File: config.mk
export PLATFORM = sky130hd
export DESIGN_NAME = processor
export DESIGN_NICKNAME = d
export VERILOG_FILES = /design/src/rtl/processor_pkg.sv /design/src/rtl/processor_alu.sv /design/src/rtl/processor.sv
export SDC_FILE = /design/constraint.sdc
export NUM_CORES = 1
export LEC_CHECK = 0
export CAP_MARGIN = 15
export CORE_AREA = 2 2 148 150
export DETAILED_ROUTE_END_ITERATION = 16
export DIE_AREA = 0 0 150 152
export MAX_ROUTING_LAYER = met4
export PLACE_DENSITY = 0.83
export SYNTH_ARGS = -nofsm -noshare
export SYNTH_HDL_FRONTEND = slang
export SYNTH_SLANG_ARGS = --single-unit
File: constraint.sdc
create_clock -name clock -period 5.5 [get_ports clock]
set_input_delay 0.55 -clock clock [delete_from_list [all_inputs] [get_ports clock]]
set_output_delay 0.55 -clock clock [all_outputs]
set_load 0.05 [all_outputs]
File: src/rtl/processor_pkg.sv
// Shared opcode/aluop encodings, instruction field positions and decode helpers
// for the single-cycle processor.
package processor_pkg;

    localparam int PC_W   = 12;
    localparam int DATA_W = 32;
    localparam int REG_W  = 5;

    localparam int OPC_HI = 31;
    localparam int OPC_LO = 27;
    localparam int RD_HI  = 26;
    localparam int RD_LO  = 22;
    localparam int RS_HI  = 21;
    localparam int RS_LO  = 17;
    localparam int RT_HI  = 16;
    localparam int RT_LO  = 12;
    localparam int SH_HI  = 11;
    localparam int SH_LO  = 7;
    localparam int AOP_HI = 6;
    localparam int AOP_LO = 2;
    localparam int IMM_HI = 16;
    localparam int TGT_HI = 26;

    localparam logic [REG_W-1:0] REG_ZERO   = 5'd0;
    localparam logic [REG_W-1:0] REG_STATUS = 5'd30;
    localparam logic [REG_W-1:0] REG_LINK   = 5'd31;

    localparam logic [DATA_W-1:0] OVF_CODE_ADD  = 32'd1;
    localparam logic [DATA_W-1:0] OVF_CODE_ADDI = 32'd2;
    localparam logic [DATA_W-1:0] OVF_CODE_SUB  = 32'd3;

    typedef enum logic [4:0] {
        OP_RTYPE = 5'b00000,
        OP_J     = 5'b00001,
        OP_BNE   = 5'b00010,
        OP_JAL   = 5'b00011,
        OP_JR    = 5'b00100,
        OP_ADDI  = 5'b00101,
        OP_BLT   = 5'b00110,
        OP_SW    = 5'b00111,
        OP_LW    = 5'b01000,
        OP_SETX  = 5'b10101,
        OP_BEX   = 5'b10110
    } opcode_e;

    typedef enum logic [4:0] {
        ALU_ADD = 5'b00000,
        ALU_SUB = 5'b00001,
        ALU_AND = 5'b00010,
        ALU_OR  = 5'b00011,
        ALU_SLL = 5'b00100,
        ALU_SRA = 5'b00101
    } alu_op_e;

    typedef struct packed {
        opcode_e           opcode;
        logic [REG_W-1:0]  rd;
        logic [REG_W-1:0]  rs;
        logic [REG_W-1:0]  rt;
        logic [4:0]        shamt;
        logic [4:0]        aluop;
        logic [DATA_W-1:0] imm;
        logic [DATA_W-1:0] target;
    } instr_t;

    function automatic instr_t decode(input logic [DATA_W-1:0] word);
        instr_t d;
        d.opcode = opcode_e'(word[OPC_HI:OPC_LO]);
        d.rd     = word[RD_HI:RD_LO];
        d.rs     = word[RS_HI:RS_LO];
        d.rt     = word[RT_HI:RT_LO];
        d.shamt  = word[SH_HI:SH_LO];
        d.aluop  = word[AOP_HI:AOP_LO];
        d.imm    = {{15{word[IMM_HI]}}, word[IMM_HI:0]};
        d.target = {5'd0, word[TGT_HI:0]};
        return d;
    endfunction

endpackage

File: src/rtl/processor_alu.sv
// 32-bit ALU (module alu): add/sub/and/or/sll/sra plus equality, signed
// less-than and two's-complement overflow flags.
module alu
    import processor_pkg::*;
(
    input  logic [DATA_W-1:0] operand_a,
    input  logic [DATA_W-1:0] operand_b,
    input  alu_op_e           alu_op,
    input  logic [4:0]        shamt,
    output logic [DATA_W-1:0] result,
    output logic              isNotEqual,
    output logic              isLessThan,
    output logic              overflow
);

    logic [DATA_W-1:0] sum_s;
    logic [DATA_W-1:0] diff_s;

    assign sum_s  = operand_a + operand_b;
    assign diff_s = operand_a - operand_b;

    // Result select and overflow: signs agree in, sign flips out.
    always_comb begin
        result   = 32'd0;
        overflow = 1'b0;
        case (alu_op)
            ALU_ADD: begin
                result   = sum_s;
                overflow = (operand_a[31] == operand_b[31]) && (sum_s[31] != operand_a[31]);
            end
            ALU_SUB: begin
                result   = diff_s;
                overflow = (operand_a[31] != operand_b[31]) && (diff_s[31] != operand_a[31]);
            end
            ALU_AND: result = operand_a & operand_b;
            ALU_OR:  result = operand_a | operand_b;
            ALU_SLL: result = operand_a << shamt;
            ALU_SRA: result = $unsigned($signed(operand_a) >>> shamt);
            default: begin
                result   = 32'd0;
                overflow = 1'b0;
            end
        endcase
    end

    assign isNotEqual = (operand_a != operand_b);
    assign isLessThan = ($signed(operand_a) < $signed(operand_b));

endmodule

File: src/rtl/processor.sv
// Single-cycle processor top: PC register, decode/control and ALU instance.
// Optional build macro OVERFLOW_STATUS_EN redirects add/addi/sub overflow to r30.
module processor
    import processor_pkg::*;
(
    input  logic              clock,
    input  logic              reset,
    output logic [PC_W-1:0]   address_imem,
    input  logic [DATA_W-1:0] q_imem,
    output logic [PC_W-1:0]   address_dmem,
    output logic [DATA_W-1:0] data,
    output logic              wren,
    input  logic [DATA_W-1:0] q_dmem,
    output logic              ctrl_writeEnable,
    output logic [REG_W-1:0]  ctrl_writeReg,
    output logic [REG_W-1:0]  ctrl_readRegA,
    output logic [REG_W-1:0]  ctrl_readRegB,
    output logic [DATA_W-1:0] data_writeReg,
    input  logic [DATA_W-1:0] data_readRegA,
    input  logic [DATA_W-1:0] data_readRegB
);

    logic [PC_W-1:0]   pc_r;
    logic [PC_W-1:0]   pc_plus1_s;
    logic [PC_W-1:0]   pc_branch_s;
    logic [PC_W-1:0]   next_pc_s;
    instr_t            d_s;

    logic [DATA_W-1:0] alu_a_s;
    logic [DATA_W-1:0] alu_b_s;
    alu_op_e           alu_op_s;
    logic [DATA_W-1:0] alu_result_s;
    logic              alu_ne_s;
    logic              alu_lt_s;
    logic              alu_overflow_s;

    logic [REG_W-1:0]  read_a_s;
    logic [REG_W-1:0]  read_b_s;
    logic              wr_en_s;
    logic [REG_W-1:0]  wr_reg_s;
    logic [DATA_W-1:0] wr_data_s;
    logic              mem_we_s;
    logic              ovf_chk_s;
    logic [DATA_W-1:0] ovf_code_s;
    logic [REG_W-1:0]  wr_reg_final_s;
    logic [DATA_W-1:0] wr_data_final_s;

    assign d_s         = decode(q_imem);
    assign pc_plus1_s  = pc_r + 12'd1;
    assign pc_branch_s = pc_plus1_s + d_s.imm[PC_W-1:0];

    // Program counter: the only architectural state held inside the block.
    always_ff @(posedge clock or posedge reset) begin
        if (reset) begin
            pc_r <= 12'd0;
        end else begin
            pc_r <= next_pc_s;
        end
    end

    // Decode/control: operand routing, writeback selection and next PC.
    always_comb begin
        alu_a_s    = data_readRegA;
        alu_b_s    = data_readRegB;
        alu_op_s   = ALU_ADD;
        read_a_s   = d_s.rs;
        read_b_s   = d_s.rt;
        wr_en_s    = 1'b0;
        wr_reg_s   = d_s.rd;
        wr_data_s  = alu_result_s;
        mem_we_s   = 1'b0;
        next_pc_s  = pc_plus1_s;
        ovf_chk_s  = 1'b0;
        ovf_code_s = 32'd0;
        case (d_s.opcode)
            OP_RTYPE: begin
                alu_op_s = alu_op_e'(d_s.aluop);
                case (alu_op_e'(d_s.aluop))
                    ALU_ADD: begin
                        wr_en_s    = 1'b1;
                        ovf_chk_s  = 1'b1;
                        ovf_code_s = OVF_CODE_ADD;
                    end
                    ALU_SUB: begin
                        wr_en_s    = 1'b1;
                        ovf_chk_s  = 1'b1;
                        ovf_code_s = OVF_CODE_SUB;
                    end
                    ALU_AND, ALU_OR, ALU_SLL, ALU_SRA: wr_en_s = 1'b1;
                    default: wr_en_s = 1'b0;
                endcase
            end
            OP_ADDI: begin
                alu_b_s    = d_s.imm;
                wr_en_s    = 1'b1;
                ovf_chk_s  = 1'b1;
                ovf_code_s = OVF_CODE_ADDI;
            end
            OP_SW: begin
                read_b_s = d_s.rd;
                alu_b_s  = d_s.imm;
                mem_we_s = 1'b1;
            end
            OP_LW: begin
                alu_b_s   = d_s.imm;
                wr_en_s   = 1'b1;
                wr_data_s = q_dmem;
            end
            OP_J: next_pc_s = d_s.target[PC_W-1:0];
            // Branch compares run rd (port B) against rs (port A).
            OP_BNE, OP_BLT: begin
                read_b_s = d_s.rd;
                alu_a_s  = data_readRegB;
                alu_b_s  = data_readRegA;
                alu_op_s = ALU_SUB;
                if ((d_s.opcode == OP_BNE) ? alu_ne_s : alu_lt_s) begin
                    next_pc_s = pc_branch_s;
                end else begin
                    next_pc_s = pc_plus1_s;
                end
            end
            OP_JAL: begin
                wr_en_s   = 1'b1;
                wr_reg_s  = REG_LINK;
                wr_data_s = {20'd0, pc_plus1_s};
                next_pc_s = d_s.target[PC_W-1:0];
            end
            OP_JR: begin
                read_b_s  = d_s.rd;
                next_pc_s = data_readRegB[PC_W-1:0];
            end
            OP_BEX: begin
                read_a_s = REG_STATUS;
                if (data_readRegA != 32'd0) begin
                    next_pc_s = d_s.target[PC_W-1:0];
                end else begin
                    next_pc_s = pc_plus1_s;
                end
            end
            OP_SETX: begin
                wr_en_s   = 1'b1;
                wr_reg_s  = REG_STATUS;
                wr_data_s = d_s.target;
            end
            default: begin
                wr_en_s  = 1'b0;
                mem_we_s = 1'b0;
            end
        endcase
    end

`ifdef OVERFLOW_STATUS_EN
    // Overflowing add/addi/sub report a status code in r30 instead of rd.
    always_comb begin
        wr_reg_final_s  = wr_reg_s;
        wr_data_final_s = wr_data_s;
        if (ovf_chk_s && alu_overflow_s) begin
            wr_reg_final_s  = REG_STATUS;
            wr_data_final_s = ovf_code_s;
        end else begin
            wr_reg_final_s  = wr_reg_s;
            wr_data_final_s = wr_data_s;
        end
    end
`else
    logic ovf_unused_s;

    assign ovf_unused_s    = alu_overflow_s & ovf_chk_s & (|ovf_code_s);
    assign wr_reg_final_s  = wr_reg_s;
    assign wr_data_final_s = wr_data_s;
`endif

    alu u_alu (
        .operand_a  (alu_a_s),
        .operand_b  (alu_b_s),
        .alu_op     (alu_op_s),
        .shamt      (d_s.shamt),
        .result     (alu_result_s),
        .isNotEqual (alu_ne_s),
        .isLessThan (alu_lt_s),
        .overflow   (alu_overflow_s)
    );

    assign address_imem     = pc_r;
    assign address_dmem     = alu_result_s[PC_W-1:0];
    assign data             = data_readRegB;
    assign wren             = mem_we_s & ~reset;
    assign ctrl_readRegA    = read_a_s;
    assign ctrl_readRegB    = read_b_s;
    assign ctrl_writeReg    = wr_reg_final_s;
    assign data_writeReg    = wr_data_final_s;
    assign ctrl_writeEnable = wr_en_s & (wr_reg_final_s != REG_ZERO) & ~reset;

endmodule

After elaboration in Yosys (flattened, before gate mapping)
Cells that the tools add are included.
- register bits: 12
- input port bits: 130
- output and inout port bits: 105
- logic and storage cells: 61
- equal/unequal tests: 21
- multiplexer cells: 15
- magnitude comparators: 1
- shifts and indexed selects: 2
- reduce and logical (&&, ||, !) cells: 11
- bitwise gates (word level): 6
- $add $sub $neg: 4
- operators with widths (kind ; count):
    32-bit one-hot mux with 6 select lines ; 1
    32-bit one-hot mux with 3 select lines ; 1
    32-bit one-hot mux with 2 select lines ; 1
    12-bit one-hot mux with 4 select lines ; 1
    5-bit by 3-bit == test with 1-bit output, second input constant ; 8
    32-bit adder ; 1
    32-bit bitwise AND ; 1
    32-bit less-than comparator ; 1
    32-bit two-way mux ; 1
    32-bit inequality test ; 1
    32-bit bitwise OR ; 1
    32-bit nonzero test ; 1
    32-bit by 5-bit left shift with 32-bit output ; 1
    32-bit by 5-bit >>> shifter with 32-bit output ; 1
    32-bit subtractor ; 1
    5-bit by 2-bit == test with 1-bit output, second input constant ; 6
    12-bit two-way mux ; 2
    5-bit one-hot mux with 2 select lines ; 2
    5-bit by 1-bit == test with 1-bit output, second input constant ; 3
    5-bit zero test ; 3
    12-bit by 1-bit adder with 12-bit output, second input constant ; 1
    12-bit adder ; 1
    5-bit == test, second input constant ; 2
    5-bit two-way mux ; 2
    10 further kinds ; 16

Depth between registers and ports, before layout
Gate-level depths: netlist of the first run.
- depth in word-level cells: 7
- depth in mapped cells: 21
- mapped depth without buffers: 18

Modules after synthesis
Synthesis of the first run repeated with hierarchy kept, for this count alone.
- cells, all modules: 1650
- area, all modules: 11688.7 um^2
- modules (own cells, without submodules) (module ; sequential area each (um^2) ; area an instance (um^2) ; cells each ; instances):
    alu ; 0.0 ; 8336.7 ; 1191 ; 1
    processor ; 300.3 ; 3352.0 ; 459 ; 1

Worst setup path before layout of the first run
OpenSTA, ideal clock, no wires.
- path type: input to output
- start: in q_imem[27]
- end: out data_writeReg[30]
- stages: 19
- path slack: -0.488 ns
- buffers on the path: 2
- data arrival time: 5.438 ns
- required time: 4.950 ns
- cell sequence: clkbuf_1 -> nor2_1 -> nand3_1 -> a21oi_1 -> nor2_1 -> clkbuf_1 -> a221o_1 -> ha_1 -> fa_1 -> o21bai_1 -> a21oi_1 -> nand3_1 -> a211oi_1 -> o31ai_1 -> a31o_2 -> a21oi_1 -> xnor2_1 -> o221a_2 -> o21ai_0
- cells in the longest elaborated chain, start to end: 6
- elaborated cells on any way between the ends: 27
- classes of those cells: 2 x add/sub; 12 x eq/ne; 2 x shift; 5 x mux; 2 x bitwise; 4 x reduce/logical
- RTL lines (what ; line ; text):
    start: declaration ; processor.sv:9 ; input logic [DATA_W-1:0] q_imem,
    5-bit by 3-bit == test with 1-bit output, or another cell as far along ; processor.sv:75 ; case (d_s.opcode)
    3-bit OR reduction (no line) / 2-bit OR reduction (equally long branches) ; - ;
    32-bit one-hot mux with 2 select lines, or another cell as far along ; processor.sv:75 ;
    32-bit subtractor, or another cell as far along ; processor_alu.sv:20 ; assign diff_s = operand_a - operand_b;
    32-bit one-hot mux with 6 select lines ; processor_alu.sv:26 ; case (alu_op)
    32-bit one-hot mux with 3 select lines * ; processor.sv:75 ;
    end: declaration ; processor.sv:18 ; output logic [DATA_W-1:0] data_writeReg,
Mark *: on every way between the ends. The rest lies on a longest branch, timed or not.

Final worst setup path of the first run
- start: in q_imem[29]
- end: out data_writeReg[26]
The elaborated chain is that of the path after synthesis.

==> results of run 1 <==
## logic make-up (layout without fill, tap and decap cells)
family,Yosys count,after routing,synth area share [%]
AND/OR/NAND/NOR,500,500,20.5
other,0,3,0
adder cells (fa/ha/maj),113,113,12.6
multiplexers,193,193,18.2
XOR/XNOR,41,41,3.15
buffers and inverters,265,543,10.1
flip-flops,12,12,2.63
AO/OA/AOI/OAI,542,542,32.9
## report_power, final
part	total, mW	internal, mW	switching [mW]
clock network	0.154	0.110	0.0437
logic	3.25	1.30	1.95
registers	0.175	0.123	0.0520
total	3.57	1.53	2.04
## routing by layer
layer,up-vias,part of all wire (%),track usage (%)
li1,6742,-,-
met4,0,11,44.5
met1,7063,33,55.5
met5,-,0,-
met2,1360,43,77.8
met3,436,13,12.8
## cell type report
cell class / count / area, sq um
diodes: 3 / 7.51
clock buffers: 4 / 88.8
inverters: 109 / 409
multi-input cells: 1389 / 10300
well taps: 280 / 350
repair buffers: 430 / 4060
fillers: 1774 / 5810
flip-flops and latches: 12 / 300
## through the flow
stage	instance area, sq um	util (%)	hold slack, ns	instances
after floorplan	11400	-	0.415	1666
after global placement	15100	70.6	0.627	2217
after detailed placement	15100	70.6	0.618	2217
after CTS	15200	71.4	0.634	2221
after global routing	15500	72.8	0.686	2226
final	15500	72.8	0.640	2227
## cells in the mapped netlist (10+ instances only)
master      n
a211oi_1   22
inv_1     100
xnor2_1    30
o21bai_1   14
nor2_1    133
or2_2      11
nand2_1   172
nor4_1     22
and2_1     28
a21oi_1   130
mux2_2     21
nand3_1    30
o21ai_0   115
a221o_1    46
a222oi_1   16
o22ai_1    10
a22o_1     10
buf_1      17
nand4_1    13
mux2i_1   161
ha_1      109
nor3_1     31
clkbuf_1   90
and3_1     12
nand2b_1   19
xor2_1     11
buf_4      33
a221oi_1   26
a21o_1     13
dfrtp_1    12
o211ai_1   15
nor2b_1    10
buf_2      13
a31oi_1    12
a22oi_1    13
## repair_timing
action | CTS | global route
setup buffers | 0 | 3
pin swaps | 4 | 19
endpoints found under the setup margin | 10 | 31
gates resized for setup | 24 | 56
## critical path, cell delays in order
cell	delay, ns
clkdlybuf4s50_1	0.47
inv_1	0.09
nor2_2	0.15
nand2_2	0.10
a21oi_4	0.22
nor2_4	0.09
buf_4	0.19
a221o_1	0.36
ha_4	0.28
buf_4	0.15
nand2b_1	0.14
a221oi_1	0.35
or3_1	0.18
a21oi_2	0.07
o31ai_1	0.26
buf_4	0.16
buf_4	0.12
a311oi_1	0.10
a31oi_1	0.20
xnor2_1	0.14
a21oi_1	0.09
nor2_1	0.24
buf_12	0.17
## final timing paths
check | slack [ns] | from | endpoint
worst max-delay path | 0.08 | q_imem[29] | data_writeReg[26]
max in group asynchronous | 4.37 | reset | address_imem[10]$_DFF_PP0_
min in group asynchronous | 0.78 | reset | address_imem[1]$_DFF_PP0_
worst min register to register | 0.64 | address_imem[0]$_DFF_PP0_ | address_imem[0]$_DFF_PP0_
worst min-delay path | 0.64 | address_imem[0]$_DFF_PP0_ | address_imem[0]$_DFF_PP0_
worst max register to register | 2.08 | address_imem[0]$_DFF_PP0_ | address_imem[10]$_DFF_PP0_
==> metrics.md, run 1 <==
| Metric | Value |
|---|---|
| Mapped cell area | `11400 sq um` |
| Setup TNS | `0 ns` |
| Largest net degree at the start of global routing | `53` |
| Core box area | `21400 sq um` |
| Synthesized area per cell | `6.85 sq um` |
| CTS Root Cell | `clkbuf_16` |
| CTS sink cnt | `12` |
| Routed wire length | `59400 um` |
| Setup CP Type | `input pin to output pin` |
| Max frequency | `184 MHz` |
| Slew margin rel. | `18.0%` |
| Critical Path RT | `4.95 ns` |
| Status | `complete, no violations` |
| Final total power | `3.57 mW` |
| IO Pins | `235` |
| Clock-pin slew on the worst setup and hold paths | `0.05 ns` |
| Hold-fix buffers, CTS | `0` |
| Placement Setup Slack | `-0.173 ns` |
| DR iter-0 viols | `2078` |
| Most frequent cells in the layout | `buf_4 (210), clkdlybuf4s50_1 (182), nand2_1 (171)` |
| Die ar. | `22800 sq um` |
| Most area-hungry cell type in the Yosys netlist | `mux2i_1` |
| Worst Tran Pin Value | `1.23 ns` |
| CTS tree | `yes` |
| Site Rows | `54` |
| Top cells by area, synth | `mux2i_1 (14%), ha_1 (12%), a21oi_1 (5.7%)` |
| Peak supply drop | `0.377 mV` |
| Initial antenna violation count | `2` |
| EDFF count, synth | `0` |
| Max reg flops | `12` |
| First-pass GRT wire length | `87900 um` |
| Vias per cell | `7.01` |
| RePlAce Congestion | `1.18` |
| Syn nets | `1908` |
| Mapped Cells | `1666` |
| Drt wl/cell | `26.7 um` |
| Hold Crit Class | `flip-flop to flip-flop` |
| Synth top area share | `14.1%` |
| Buffers added on ports | `234` |
| GRT Overall Usage | `51.4%` |
| Netlist cell types | `80` |
| Hold Vio Cnt, Final | `0` |
| Area growth syn-to-layout | `36.2%` |
| Clk_lat worst skew | `0.25 ns` |
| Post-layout net count | `2187` |
| Main flop type after synthesis | `dfrtp_1` |
| Fin. max-slew vios | `0` |
| # DRC | `0` |
| FF+latch count, synth | `12` |
| Die W | `150 um` |
| Ys async rst share | `100%` |
| Max-Cap Viols | `0` |
| Critical-path maximum fanout | `8` |
| Clock skew | `0.000826 ns` |
| Final worst slack | `0.0756 ns` |
| Die height | `152 um` |
| Fin crit period | `5.42 ns` |
| Pwr per Cell Area | `230 nW/um^2` |
| CTS Buf Count | `3` |
| Initial core utilization | `53.4%` |
| Clock Path Buffers | `2` |
| Hold path depth | `1` |
| Final Cycle Share | `98.6%` |
| Router iterations before antenna repair | `9` |
| Crit. End Element | `output pin` |
| Arr. time, crit path | `4.87 ns` |
| Register area share after synthesis | `2.63%` |
| Startpoint Class | `input pin` |
| FF-to-FF path depth | `13` |
| Synth warn | `0` |
| Fraction of final layout cells sized beyond drive strength 1 | `19.0%` |
| Dpl hpwl | `47500 um` |
| H-tree level count | `1` |
| Post-route ant nets | `0` |
| Vias in the first global route | `15200` |
| Commonest non-fill, non-tap cell in the layout | `buf_4` |
| Final setup violation count | `0` |
| P_leak | `6.91 nW` |
| Total number of vias | `15600` |
| Gr ovfl total | `0` |
Note: power is estimated with default switching activity, not from simulation.
==> run 2, diff against run 1 <==
Settings changed: HOLD_SLACK_MARGIN from default to 0.02.
==> results of run 2 <==
Same layout as run 1: the final DEF is identical, and so are final timing and power.
